[src/rtl/max7317_responder_pkg.sv]
// Shared constants, FSM state type and command decode helpers for the
// MAX7317 responder emulation.
package max7317_pkg;

  localparam int NUM_PORTS  = 10;
  localparam int FRAME_BITS = 16;

  localparam logic [6:0] CMD_WR_ALL = 7'h0A;
  localparam logic [6:0] CMD_WR_P30 = 7'h0B;
  localparam logic [6:0] CMD_WR_P74 = 7'h0C;
  localparam logic [6:0] CMD_RD_P70 = 7'h0E;
  localparam logic [6:0] CMD_RD_P98 = 7'h0F;
  localparam logic [6:0] CMD_NOP    = 7'h20;

  localparam logic [4:0] BIT_CNT_SAT = 5'd17;

  typedef enum logic [1:0] {IDLE, SHIFT, COMMIT, WAIT_CS} state_e;

  // New port latch after a committed frame; reads and unknown addresses keep it.
  function automatic logic [NUM_PORTS-1:0] apply_write(
    input logic [NUM_PORTS-1:0] ports,
    input logic                 is_read,
    input logic [6:0]           addr,
    input logic                 d0
  );
    logic [NUM_PORTS-1:0] p;
    p = ports;
    if (!is_read) begin
      for (int i = 0; i < NUM_PORTS; i++) begin
        if (addr == 7'(i)) p[i] = d0;
      end
      case (addr)
        CMD_WR_ALL: p      = {NUM_PORTS{d0}};
        CMD_WR_P30: p[3:0] = {4{d0}};
        CMD_WR_P74: p[7:4] = {4{d0}};
        default:    ;
      endcase
    end
    return p;
  endfunction

  // Word returned on MISO during the next frame.
  function automatic logic [FRAME_BITS-1:0] resp_for(
    input logic [FRAME_BITS-1:0] frame,
    input logic [NUM_PORTS-1:0]  pins
  );
    logic [FRAME_BITS-1:0] r;
    r = frame;
    if (frame[15:8] == {1'b1, CMD_RD_P70}) begin
      r = {frame[15:8], pins[7:0]};
    end else if (frame[15:8] == {1'b1, CMD_RD_P98}) begin
      r = {frame[15:8], 6'b0, pins[9:8]};
    end else if (frame[15]) begin
      for (int i = 0; i < NUM_PORTS; i++) begin
        if (frame[14:8] == 7'(i)) r = {frame[15:8], 7'b0, pins[i]};
      end
    end
    return r;
  endfunction

endpackage

[src/rtl/max7317_responder_if.sv]
// SPI pin bundle between the board initiator and the responder.
interface max7317_responder_if;
  logic sclk;
  logic CSn;
  logic mosi;
  logic miso;
  logic miso_oe;

  modport master (output sclk, output CSn, output mosi, input miso, input miso_oe);
  modport slave  (input sclk, input CSn, input mosi, output miso, output miso_oe);
endinterface

[src/rtl/max7317_responder_sync_edge.sv]
// Two-flop synchronizer with one-cycle rise/fall pulses derived from a
// third (edge-detect) register.
module sync_edge #(
  parameter logic RESET_VAL = 1'b0
) (
  input  logic clk,
  input  logic reset,
  input  logic d,
  output logic level,
  output logic rise,
  output logic fall
);

  logic [1:0] sync_q, sync_d;
  logic       prev_q, prev_d;

  always_comb begin
    sync_d = {sync_q[0], d};
    prev_d = sync_q[1];
  end

  always_ff @(posedge clk or posedge reset) begin
    if (reset) begin
      sync_q <= {2{RESET_VAL}};
      prev_q <= RESET_VAL;
    end else begin
      sync_q <= sync_d;
      prev_q <= prev_d;
    end
  end

  assign level = sync_q[1];
  assign rise  = sync_q[1] & ~prev_q;
  assign fall  = ~sync_q[1] & prev_q;

endmodule

[src/rtl/max7317_responder.sv]
// MAX7317 10-port expander emulation: SPI responder, port latch, read-back.
// Optional frame/error counters: define MAX7317_RSP_STATS_EN.
module max7317_responder
  import max7317_pkg::*;
(
  input  logic                  clk,
  input  logic                  reset,
  max7317_responder_if.slave    spi,
  input  logic [NUM_PORTS-1:0]  port_in,
  output logic [NUM_PORTS-1:0]  port_out,
  output logic                  frame_valid,
  output logic [FRAME_BITS-1:0] frame_word,
  output logic                  frame_err,
  output logic [7:0]            frame_count,
  output logic [7:0]            err_count
);

  logic sclk_level_unused, sclk_rise, sclk_fall;
  logic cs_level, cs_rise, cs_fall;
  logic mosi_level, mosi_rise_unused, mosi_fall_unused;

  // CSn resets to "selected" so a frame already in flight at reset release is waited out.
  sync_edge #(.RESET_VAL(1'b0)) u_sync_sclk (
    .clk, .reset, .d(spi.sclk), .level(sclk_level_unused), .rise(sclk_rise), .fall(sclk_fall));
  sync_edge #(.RESET_VAL(1'b0)) u_sync_csn (
    .clk, .reset, .d(spi.CSn), .level(cs_level), .rise(cs_rise), .fall(cs_fall));
  sync_edge #(.RESET_VAL(1'b0)) u_sync_mosi (
    .clk, .reset, .d(spi.mosi), .level(mosi_level), .rise(mosi_rise_unused), .fall(mosi_fall_unused));

  state_e                state_q, state_d;
  logic [FRAME_BITS-1:0] rx_shift_q, rx_shift_d;
  logic [FRAME_BITS-1:0] tx_shift_q, tx_shift_d;
  logic [4:0]            bit_cnt_q, bit_cnt_d;
  logic                  miso_q, miso_d;
  logic                  miso_oe_q, miso_oe_d;
  logic [NUM_PORTS-1:0]  port_out_q, port_out_d;
  logic [FRAME_BITS-1:0] resp_word_q, resp_word_d;
  logic [FRAME_BITS-1:0] frame_word_q, frame_word_d;
  logic                  frame_valid_q, frame_valid_d;
  logic                  frame_err_q, frame_err_d;

  always_comb begin
    // NOTE: every output of this block gets a default first so no path can infer a latch.
    state_d       = state_q;
    rx_shift_d    = rx_shift_q;
    tx_shift_d    = tx_shift_q;
    bit_cnt_d     = bit_cnt_q;
    miso_d        = miso_q;
    port_out_d    = port_out_q;
    resp_word_d   = resp_word_q;
    frame_word_d  = frame_word_q;
    frame_valid_d = 1'b0;
    frame_err_d   = 1'b0;
    // Not driven while an inherited partial frame is being waited out.
    miso_oe_d     = ~cs_level & (state_q != WAIT_CS);

    case (state_q)
      IDLE: begin
        if (cs_fall && !cs_rise) begin
          tx_shift_d = resp_word_q;
          miso_d     = resp_word_q[15];
          bit_cnt_d  = '0;
          state_d    = SHIFT;
        end
      end
      SHIFT: begin
        if (cs_rise) begin
          if (bit_cnt_q == 5'(FRAME_BITS)) begin
            state_d = COMMIT;
          end else begin
            frame_err_d = 1'b1;
            state_d     = IDLE;
          end
        end else begin
          if (sclk_rise) begin
            rx_shift_d = {rx_shift_q[FRAME_BITS-2:0], mosi_level};
            if (bit_cnt_q != BIT_CNT_SAT) bit_cnt_d = bit_cnt_q + 5'd1;
          end
          // Zeros shift in behind the data, so miso idles low after bit 0.
          if (sclk_fall) begin
            miso_d     = tx_shift_q[FRAME_BITS-2];
            tx_shift_d = {tx_shift_q[FRAME_BITS-2:0], 1'b0};
          end
        end
      end
      COMMIT: begin
        port_out_d    = apply_write(port_out_q, rx_shift_q[15], rx_shift_q[14:8], rx_shift_q[0]);
        resp_word_d   = resp_for(rx_shift_q, port_in);
        frame_word_d  = rx_shift_q;
        frame_valid_d = 1'b1;
        state_d       = IDLE;
      end
      WAIT_CS: begin
        if (cs_level) state_d = IDLE;
      end
      default: state_d = WAIT_CS;
    endcase
  end

  // NOTE: sequential state is written with <= only, so all flops see pre-edge values.
  always_ff @(posedge clk or posedge reset) begin
    if (reset) begin
      state_q       <= WAIT_CS;
      rx_shift_q    <= '0;
      tx_shift_q    <= '0;
      bit_cnt_q     <= '0;
      miso_q        <= 1'b0;
      miso_oe_q     <= 1'b0;
      port_out_q    <= {NUM_PORTS{1'b1}};
      resp_word_q   <= '0;
      frame_word_q  <= '0;
      frame_valid_q <= 1'b0;
      frame_err_q   <= 1'b0;
    end else begin
      state_q       <= state_d;
      rx_shift_q    <= rx_shift_d;
      tx_shift_q    <= tx_shift_d;
      bit_cnt_q     <= bit_cnt_d;
      miso_q        <= miso_d;
      miso_oe_q     <= miso_oe_d;
      port_out_q    <= port_out_d;
      resp_word_q   <= resp_word_d;
      frame_word_q  <= frame_word_d;
      frame_valid_q <= frame_valid_d;
      frame_err_q   <= frame_err_d;
    end
  end

  assign spi.miso     = miso_q;
  assign spi.miso_oe  = miso_oe_q;
  assign port_out     = port_out_q;
  assign frame_word   = frame_word_q;
  assign frame_valid  = frame_valid_q;
  assign frame_err    = frame_err_q;

`ifdef MAX7317_RSP_STATS_EN
  logic [7:0] frame_count_q, frame_count_d;
  logic [7:0] err_count_q, err_count_d;

  always_comb begin
    frame_count_d = frame_count_q;
    err_count_d   = err_count_q;
    if (frame_valid_q) frame_count_d = frame_count_q + 8'd1;
    if (frame_err_q && err_count_q != 8'hFF) err_count_d = err_count_q + 8'd1;
  end

  always_ff @(posedge clk or posedge reset) begin
    if (reset) begin
      frame_count_q <= 8'h00;
      err_count_q   <= 8'h00;
    end else begin
      frame_count_q <= frame_count_d;
      err_count_q   <= err_count_d;
    end
  end

  assign frame_count = frame_count_q;
  assign err_count   = err_count_q;
`else
  assign frame_count = 8'h00;
  assign err_count   = 8'h00;
`endif

endmodule

[src/flat_wrapper.sv]
// flat-port wrapper written by rule: the top's interface ports become plain ports
module max7317_responder_flat import max7317_pkg::*;
  (clk, reset, port_in, port_out, frame_valid, frame_word, frame_err, frame_count, err_count, spi_sclk, spi_CSn, spi_mosi, spi_miso, spi_miso_oe);
  max7317_responder_if spi_i ();
  input  logic clk;
  input  logic reset;
  input  logic [NUM_PORTS-1:0] port_in;
  output logic [NUM_PORTS-1:0] port_out;
  output logic frame_valid;
  output logic [FRAME_BITS-1:0] frame_word;
  output logic frame_err;
  output logic [7:0] frame_count;
  output logic [7:0] err_count;
  input wire logic [$bits(spi_i.sclk)-1:0] spi_sclk;
  input wire logic [$bits(spi_i.CSn)-1:0] spi_CSn;
  input wire logic [$bits(spi_i.mosi)-1:0] spi_mosi;
  output wire logic [$bits(spi_i.miso)-1:0] spi_miso;
  output wire logic [$bits(spi_i.miso_oe)-1:0] spi_miso_oe;
  assign spi_i.sclk = spi_sclk;
  assign spi_i.CSn = spi_CSn;
  assign spi_i.mosi = spi_mosi;
  assign spi_miso = spi_i.miso;
  assign spi_miso_oe = spi_i.miso_oe;
  max7317_responder u_core (.clk(clk), .reset(reset), .spi(spi_i), .port_in(port_in), .port_out(port_out), .frame_valid(frame_valid), .frame_word(frame_word), .frame_err(frame_err), .frame_count(frame_count), .err_count(err_count));
endmodule
[config.mk]
export PLATFORM = sky130hd
export DESIGN_NAME = max7317_responder_flat
export DESIGN_NICKNAME = d
export VERILOG_FILES = /design/src/rtl/max7317_responder_pkg.sv /design/src/rtl/max7317_responder_if.sv /design/src/rtl/max7317_responder_sync_edge.sv /design/src/rtl/max7317_responder.sv /design/src/flat_wrapper.sv
export SDC_FILE = /design/constraint.sdc
export NUM_CORES = 1
export LEC_CHECK = 0
export ABC_AREA = 1
export CORE_MARGIN = 2
export CORE_UTILIZATION = 49
export CTS_CLUSTER_DIAMETER = 100
export DETAILED_ROUTE_END_ITERATION = 8
export PLACE_DENSITY = 0.82
export SYNTH_ARGS = -nofsm -noshare
export SYNTH_HDL_FRONTEND = slang
export SYNTH_HIERARCHICAL = 1
export SYNTH_SLANG_ARGS = --single-unit
export TNS_END_PERCENT = 5
[constraint.sdc]
create_clock -name clk -period 2.3 [get_ports clk]
set_input_delay 0.23 -clock clk [delete_from_list [all_inputs] [get_ports clk]]
set_output_delay 0.23 -clock clk [all_outputs]
set_load 0.02 [all_outputs]
Word-level counts from Yosys, hierarchy flattened:

Cells that the tools add are included.

* register bits: 92
* output and inout bits: 46
* word-level logic and storage cells: 143

* add/subtract/negate cells: 1
* eq/ne operators: 27
* mux-type cells: 48
* bitwise gates (word level): 11
* reduce and logical (&&, ||, !) cells: 31

Operators with widths (number)
* 2-to-1 mux 8 bit: 10
* 2-to-1 mux 16 bit: 3
* 2-to-1 mux 15 bit: 3
* AND reduction 3 bit: 12
* equality test 7 x 4 -> 1 bit, second input constant: 5
* one-hot mux 15 bit (2 select lines): 1
* equality test 7 x 3 -> 1 bit, second input constant: 4
* nonzero test 2 bit: 11
* 2-to-1 mux 5 bit: 4
* 2-to-1 mux 1 bit: 17
* equality test 8 bit, second input constant: 2
* equality test 7 x 2 -> 1 bit, second input constant: 2
* 2-to-1 mux 2 bit: 5
* inequality test 2 x 1 -> 1 bit, second input constant: 5
* one-hot mux 5 bit (2 select lines): 1
* 2-to-1 mux 4 bit: 2
* one-hot mux 2 bit (4 select lines): 1
* equality test 7 x 1 -> 1 bit, second input constant: 1
* zero test 7 bit: 1
* inequality test 2 bit, second input constant: 3
* inverter 1 bit: 6
* adder 5 x 1 -> 5 bit, second input constant: 1
* AND 1 bit: 5
* equality test 5 bit, second input constant: 1
* 10 further kinds: 12

Logic depth before layout (Yosys ltp):

* depth after elaboration: 14
* depth in mapped cells: 23
* gate-level depth less buffers: 23

Hierarchy:

Netlist, hierarchy kept.

By module, submodules not included
* max7317_responder: instances 1, cells an instance 457, area each 3761.1 sq um, sequential area each 1916.8 sq um
* sync_edge: instances 3, cells an instance 8, area each 93.8 sq um, sequential area each 75.1 sq um

Worst setup path after synthesis:

No wires, ideal clock.

* kind: flip-flop to flip-flop
* start: register u_core.rx_shift_q[12]
* end: register u_core.resp_word_q[0]
* setup time: 116 ps
* arrival time: 1573 ps
* required time: 2184 ps
* slack: 610 ps
* stages on the path, launching flop included: 20
* path buffers: 0
* cell sequence: dfrtp_1 > inv_2 > nand2_2 > nor2_8 > nand2_1 > inv_2 > nand2_1 > or2_0 > nand2_1 > nand2_1 > nand2_1 > nand2_1 > nand2_1 > nand2_1 > nand2_1 > nand2_1 > nand2_1 > nand2_1 > nand2_1 > nand2_1

* longest elaborated chain between the ends: 14
* elaborated cells between the ends (all ways): 25

RTL lines
* start, declared: line max7317_responder.sv:31 `logic [FRAME_BITS-1:0] rx_shift_q, rx_shift_d;`
* start signal, assigned: line max7317_responder.sv:116 `rx_shift_q <= rx_shift_d;`
* zero test 7 bit: line max7317_responder_pkg.sv:55 `if (frame[14:8] == 7'(i)) r = {frame[15:8], 7'b0, pins[i]};`
* 2-to-1 mux 8 bit (10 in series): line max7317_responder_pkg.sv:55
* 2-to-1 mux 16 bit: line max7317_responder_pkg.sv:53 `end else if (frame[15]) begin`
* 2-to-1 mux 16 bit: line max7317_responder_pkg.sv:51 `end else if (frame[15:8] == {1'b1, CMD_RD_P98}) begin`
* 2-to-1 mux 16 bit *: line max7317_responder_pkg.sv:49 `if (frame[15:8] == {1'b1, CMD_RD_P70}) begin`
* end signal, assigned: line max7317_responder.sv:122 `resp_word_q <= resp_word_d;`
* end, declared: line max7317_responder.sv:37 `logic [FRAME_BITS-1:0] resp_word_q, resp_word_d;`

Mark *: on every way between the ends. The rest lies on a longest branch, timed or not.
A chain may end at the register's enable or synchronous reset.

Worst setup path after layout:

* start: register u_core.rx_shift_q[8]
* end: register u_core.resp_word_q[0]

The elaborated chain is that of the path after synthesis.

==> flow_summary.rst <==
.. list-table::
   :header-rows: 1

   * - Metric
     - Value
   * - Total number of placement rows
     - 32
   * - Highest cell delay on the worst timing path
     - 0.55 ns
   * - Crit path cell chain
     - inv_2 > nor2_2 > nand3_1 > nand3_1 > nand2_1 > nand2_1 > nand2_1 > nand2_1 > nand2_1 > nand2_1 > nand2_1 > nand2_1 > nand2_1 > nand2_1 > nand2_1 > nand2_1 > nand2_1 > nand2_1 > nand2_1 > nand2_1 > nand2_1
   * - Level count of the clock H-tree
     - 3
   * - Worst hold margin
     - 0.140 ns
   * - Bufs and invs on worst path
     - 1
   * - Clk_lat worst skew
     - 0.35 ns
   * - Startpoint types
     - flop
   * - Count of TritonRoute iterations in the first routing pass
     - 4
   * - CTS sink cnt
     - 84
   * - Type of element capturing the critical path
     - flop
   * - DIE AREA
     - 0.00891 mm2
   * - Maximum number of pins on one net before global-route repair
     - 77
   * - Layout net count
     - 533
   * - Worst hold path class
     - primary input to asynchronous set/reset pin
   * - Total number of vias
     - 3182
   * - Layout Skew
     - 0.0114 ns
   * - Max rail drop VDD
     - 487 uV
   * - Result of the run
     - completed
   * - Wire length of the first global-routing pass
     - 14300 um
   * - Critical-path top delay cell
     - sky130_fd_sc_hd__dfrtp_1
   * - PostCTS Resize Cnt
     - 0
   * - Die Height
     - 94.4 um
   * - Wire length per cell after detailed routing
     - 13.7 um
   * - DRC violation count after routing
     - 0
   * - Post-detailed-route count of antenna-violating nets
     - 0
   * - Half-perimeter wire length after placement
     - 6200 um
   * - Starting utilization of the core area
     - 51.3%
   * - Core outline area
     - 0.00781 mm2
   * - Mapped Area
     - 0.00400 mm2
   * - Unrepaired setup endpoints after global routing
     - false
   * - FMAX
     - 0.498 GHz
   * - Number of top-level pins
     - 61
   * - # Max-Cap Violations
     - 0
   * - Global routing usage summed across all routing layers
     - 20.8%
   * - Total CTS buffers
     - 9
   * - Setup Buffers After CTS
     - 0
   * - Synth Area per Inst
     - 8.41 um2
   * - Port bufs
     - 44
   * - Switching power of the nets
     - 941 uW
   * - Shortest period the worst path allows
     - 2.01 ns
   * - DR vias/cell
     - 5.14
   * - Worst endpoint data arrival time
     - 2.25 ns
   * - Critical path data required time
     - 2.55 ns
   * - Number of setup violations in the final report
     - 0
   * - Total wirelength of the detailed-routed design
     - 8510 um
   * - Overflow left after global routing
     - 0
   * - Part of the power in registers
     - 51.9%
   * - Final Hold Viols
     - 0
   * - RD Place Congestion
     - 0.939
   * - Horizontal die dimension
     - 94.4 um
   * - Power after layout
     - 3380 uW
   * - Crit path kind
     - flop to flop
   * - Vias in the first global route
     - 3050
   * - Total count of max-transition violations in the final report
     - 0
   * - Antenna violations before repair
     - 0
   * - Cells after Synth
     - 476
   * - Fraction of power consumed by the clock network
     - 31.5%
   * - Layout Area Growth over Synthesis
     - 16.2%
   * - Cell type with the highest occurrence count on the critical path
     - sky130_fd_sc_hd__nand2_1
   * - Most common cell after layout, fill and taps aside
     - sky130_fd_sc_hd__nand2_1
   * - Clock-pin slew of the registers on the worst-case setup and hold paths
     - 0.08 ns
   * - Power density cells
     - 727 mW/mm2
   * - Top library cells by usage in the layout, fill and taps aside
     - 111 x sky130_fd_sc_hd__nand2_1, 72 x sky130_fd_sc_hd__dfrtp_1, 63 x sky130_fd_sc_hd__o21ai_0, 51 x sky130_fd_sc_hd__inv_1, 44 x sky130_fd_sc_hd__clkdlybuf4s50_1
   * - CP max FO
     - 9
   * - Number of DRC violations after detailed-routing iteration 0
     - 182
   * - Root Buffer
     - sky130_fd_sc_hd__clkbuf_8
   * - Clock Path Buffers
     - 2
   * - Layout cells sized above 1
     - 10.1%
   * - Portion of total power attributed to combinational logic
     - 16.6%
   * - Switching fraction of total power
     - 27.8%
   * - Setup TNS
     - 0 ns
   * - TritonCTS clock tree
     - done
   * - Internal portion of total power
     - 2440 uW
   * - Yosys synthesis warning count
     - 6
   * - Cell type group with the largest total delay on the critical path
     - simple AND/OR/NAND/NOR gates
   * - Leak pwr
     - 0.00214 uW
   * - Post-route clock period utilization
     - 87.3%
   * - Hold-fix buffers at CTS
     - 0
   * - Final antenna diode count
     - 0
## registers in the layout (all words and copies together), names as in the netlist
name	cells
u_core/resp_word_q	16
u_core/rx_shift_q	16
u_core/tx_shift_q	15
u_core/port_out	10
u_core/frame_word	8
u_core/bit_cnt_q	5
u_core/state_q	2
u_core/u_sync_csn/sync_q	2
u_core/u_sync_mosi/sync_q	2
u_core/u_sync_sclk/sync_q	2
u_core/frame_err	1
u_core/frame_valid	1
u_core/spi.miso	1
u_core/spi.miso_oe	1
u_core/u_sync_csn/prev_q	1
u_core/u_sync_sclk/prev_q	1
## per-layer routing
layer | routed length [um] | global-route usage (%)
met5 | 0 | 0
met4 | 149 | 9.78
met3 | 383 | 2.63
met2 | 4090 | 33.7
met1 | 3880 | 27.9
## power by group through the flow
| stage | Sequential [uW] | Clock, uW | Combinational [uW] |
|---|---|---|---|
| floorplan | 1760 | 0 | 413 |
| global placement | 1780 | 0 | 543 |
| detailed placement | 1780 | 0 | 558 |
| CTS | 1760 | 1090 | 564 |
| global route | 1780 | 1140 | 657 |
| finish | 1760 | 1070 | 560 |
## per-stage QoR
step                instances  setup slack (ns)  util (%)  instance area [um2]
finish                    619             0.292      59.6                 4650
global route              619            0.0202      59.6                 4650
CTS                       619             0.314      59.6                 4650
detailed placement        606             0.345      57.1                 4460
global placement          606             0.441      57.1                 4460
floorplan                 491             0.152         -                 4060
## cell type report
| cell class | instances | area, um2 |
|---|---|---|
| fill | 678 | 3160 |
| sequential | 84 | 2120 |
| multi-input combinational | 307 | 1470 |
| timing repair buffer | 53 | 520 |
| inverter | 60 | 225 |
| clock buffer | 10 | 128 |
| tap | 102 | 128 |
| clock inverter | 3 | 65.1 |
## worst reg2reg max path, stage by stage (launching register included)
cell	delay, ns
sky130_fd_sc_hd__dfrtp_1	0.55
sky130_fd_sc_hd__inv_2	0.12
sky130_fd_sc_hd__nor2_2	0.16
sky130_fd_sc_hd__nand3_1	0.14
sky130_fd_sc_hd__nand3_1	0.11
sky130_fd_sc_hd__nand2_1	0.05
sky130_fd_sc_hd__nand2_1	0.05
sky130_fd_sc_hd__nand2_1	0.04
sky130_fd_sc_hd__nand2_1	0.05
sky130_fd_sc_hd__nand2_1	0.04
sky130_fd_sc_hd__nand2_1	0.05
sky130_fd_sc_hd__nand2_1	0.05
sky130_fd_sc_hd__nand2_1	0.05
sky130_fd_sc_hd__nand2_1	0.05
sky130_fd_sc_hd__nand2_1	0.06
sky130_fd_sc_hd__nand2_1	0.05
sky130_fd_sc_hd__nand2_1	0.06
sky130_fd_sc_hd__nand2_1	0.04
sky130_fd_sc_hd__nand2_1	0.05
sky130_fd_sc_hd__nand2_1	0.04
sky130_fd_sc_hd__nand2_1	0.05
sky130_fd_sc_hd__nand2_1	0.04
## final timing paths
path                                                   from  cells past startpoint  slack [ns]                           end
worst max-delay path                   u_core/rx_shift_q[8]                     21        0.29         u_core/resp_word_q[0]
worst min-delay path                                  reset                      2        0.14  u_core/u_sync_mosi/sync_q[0]
worst max register to register         u_core/rx_shift_q[8]                     21        0.29         u_core/resp_word_q[0]
worst min register to register  u_core/u_sync_csn/sync_q[0]                      0        0.35   u_core/u_sync_csn/sync_q[1]
max in group asynchronous                             reset                      3        1.59            u_core/port_out[8]
min in group clk                                    spi_CSn                      1        0.32   u_core/u_sync_csn/sync_q[0]
(Power assumes the default switching activity.)
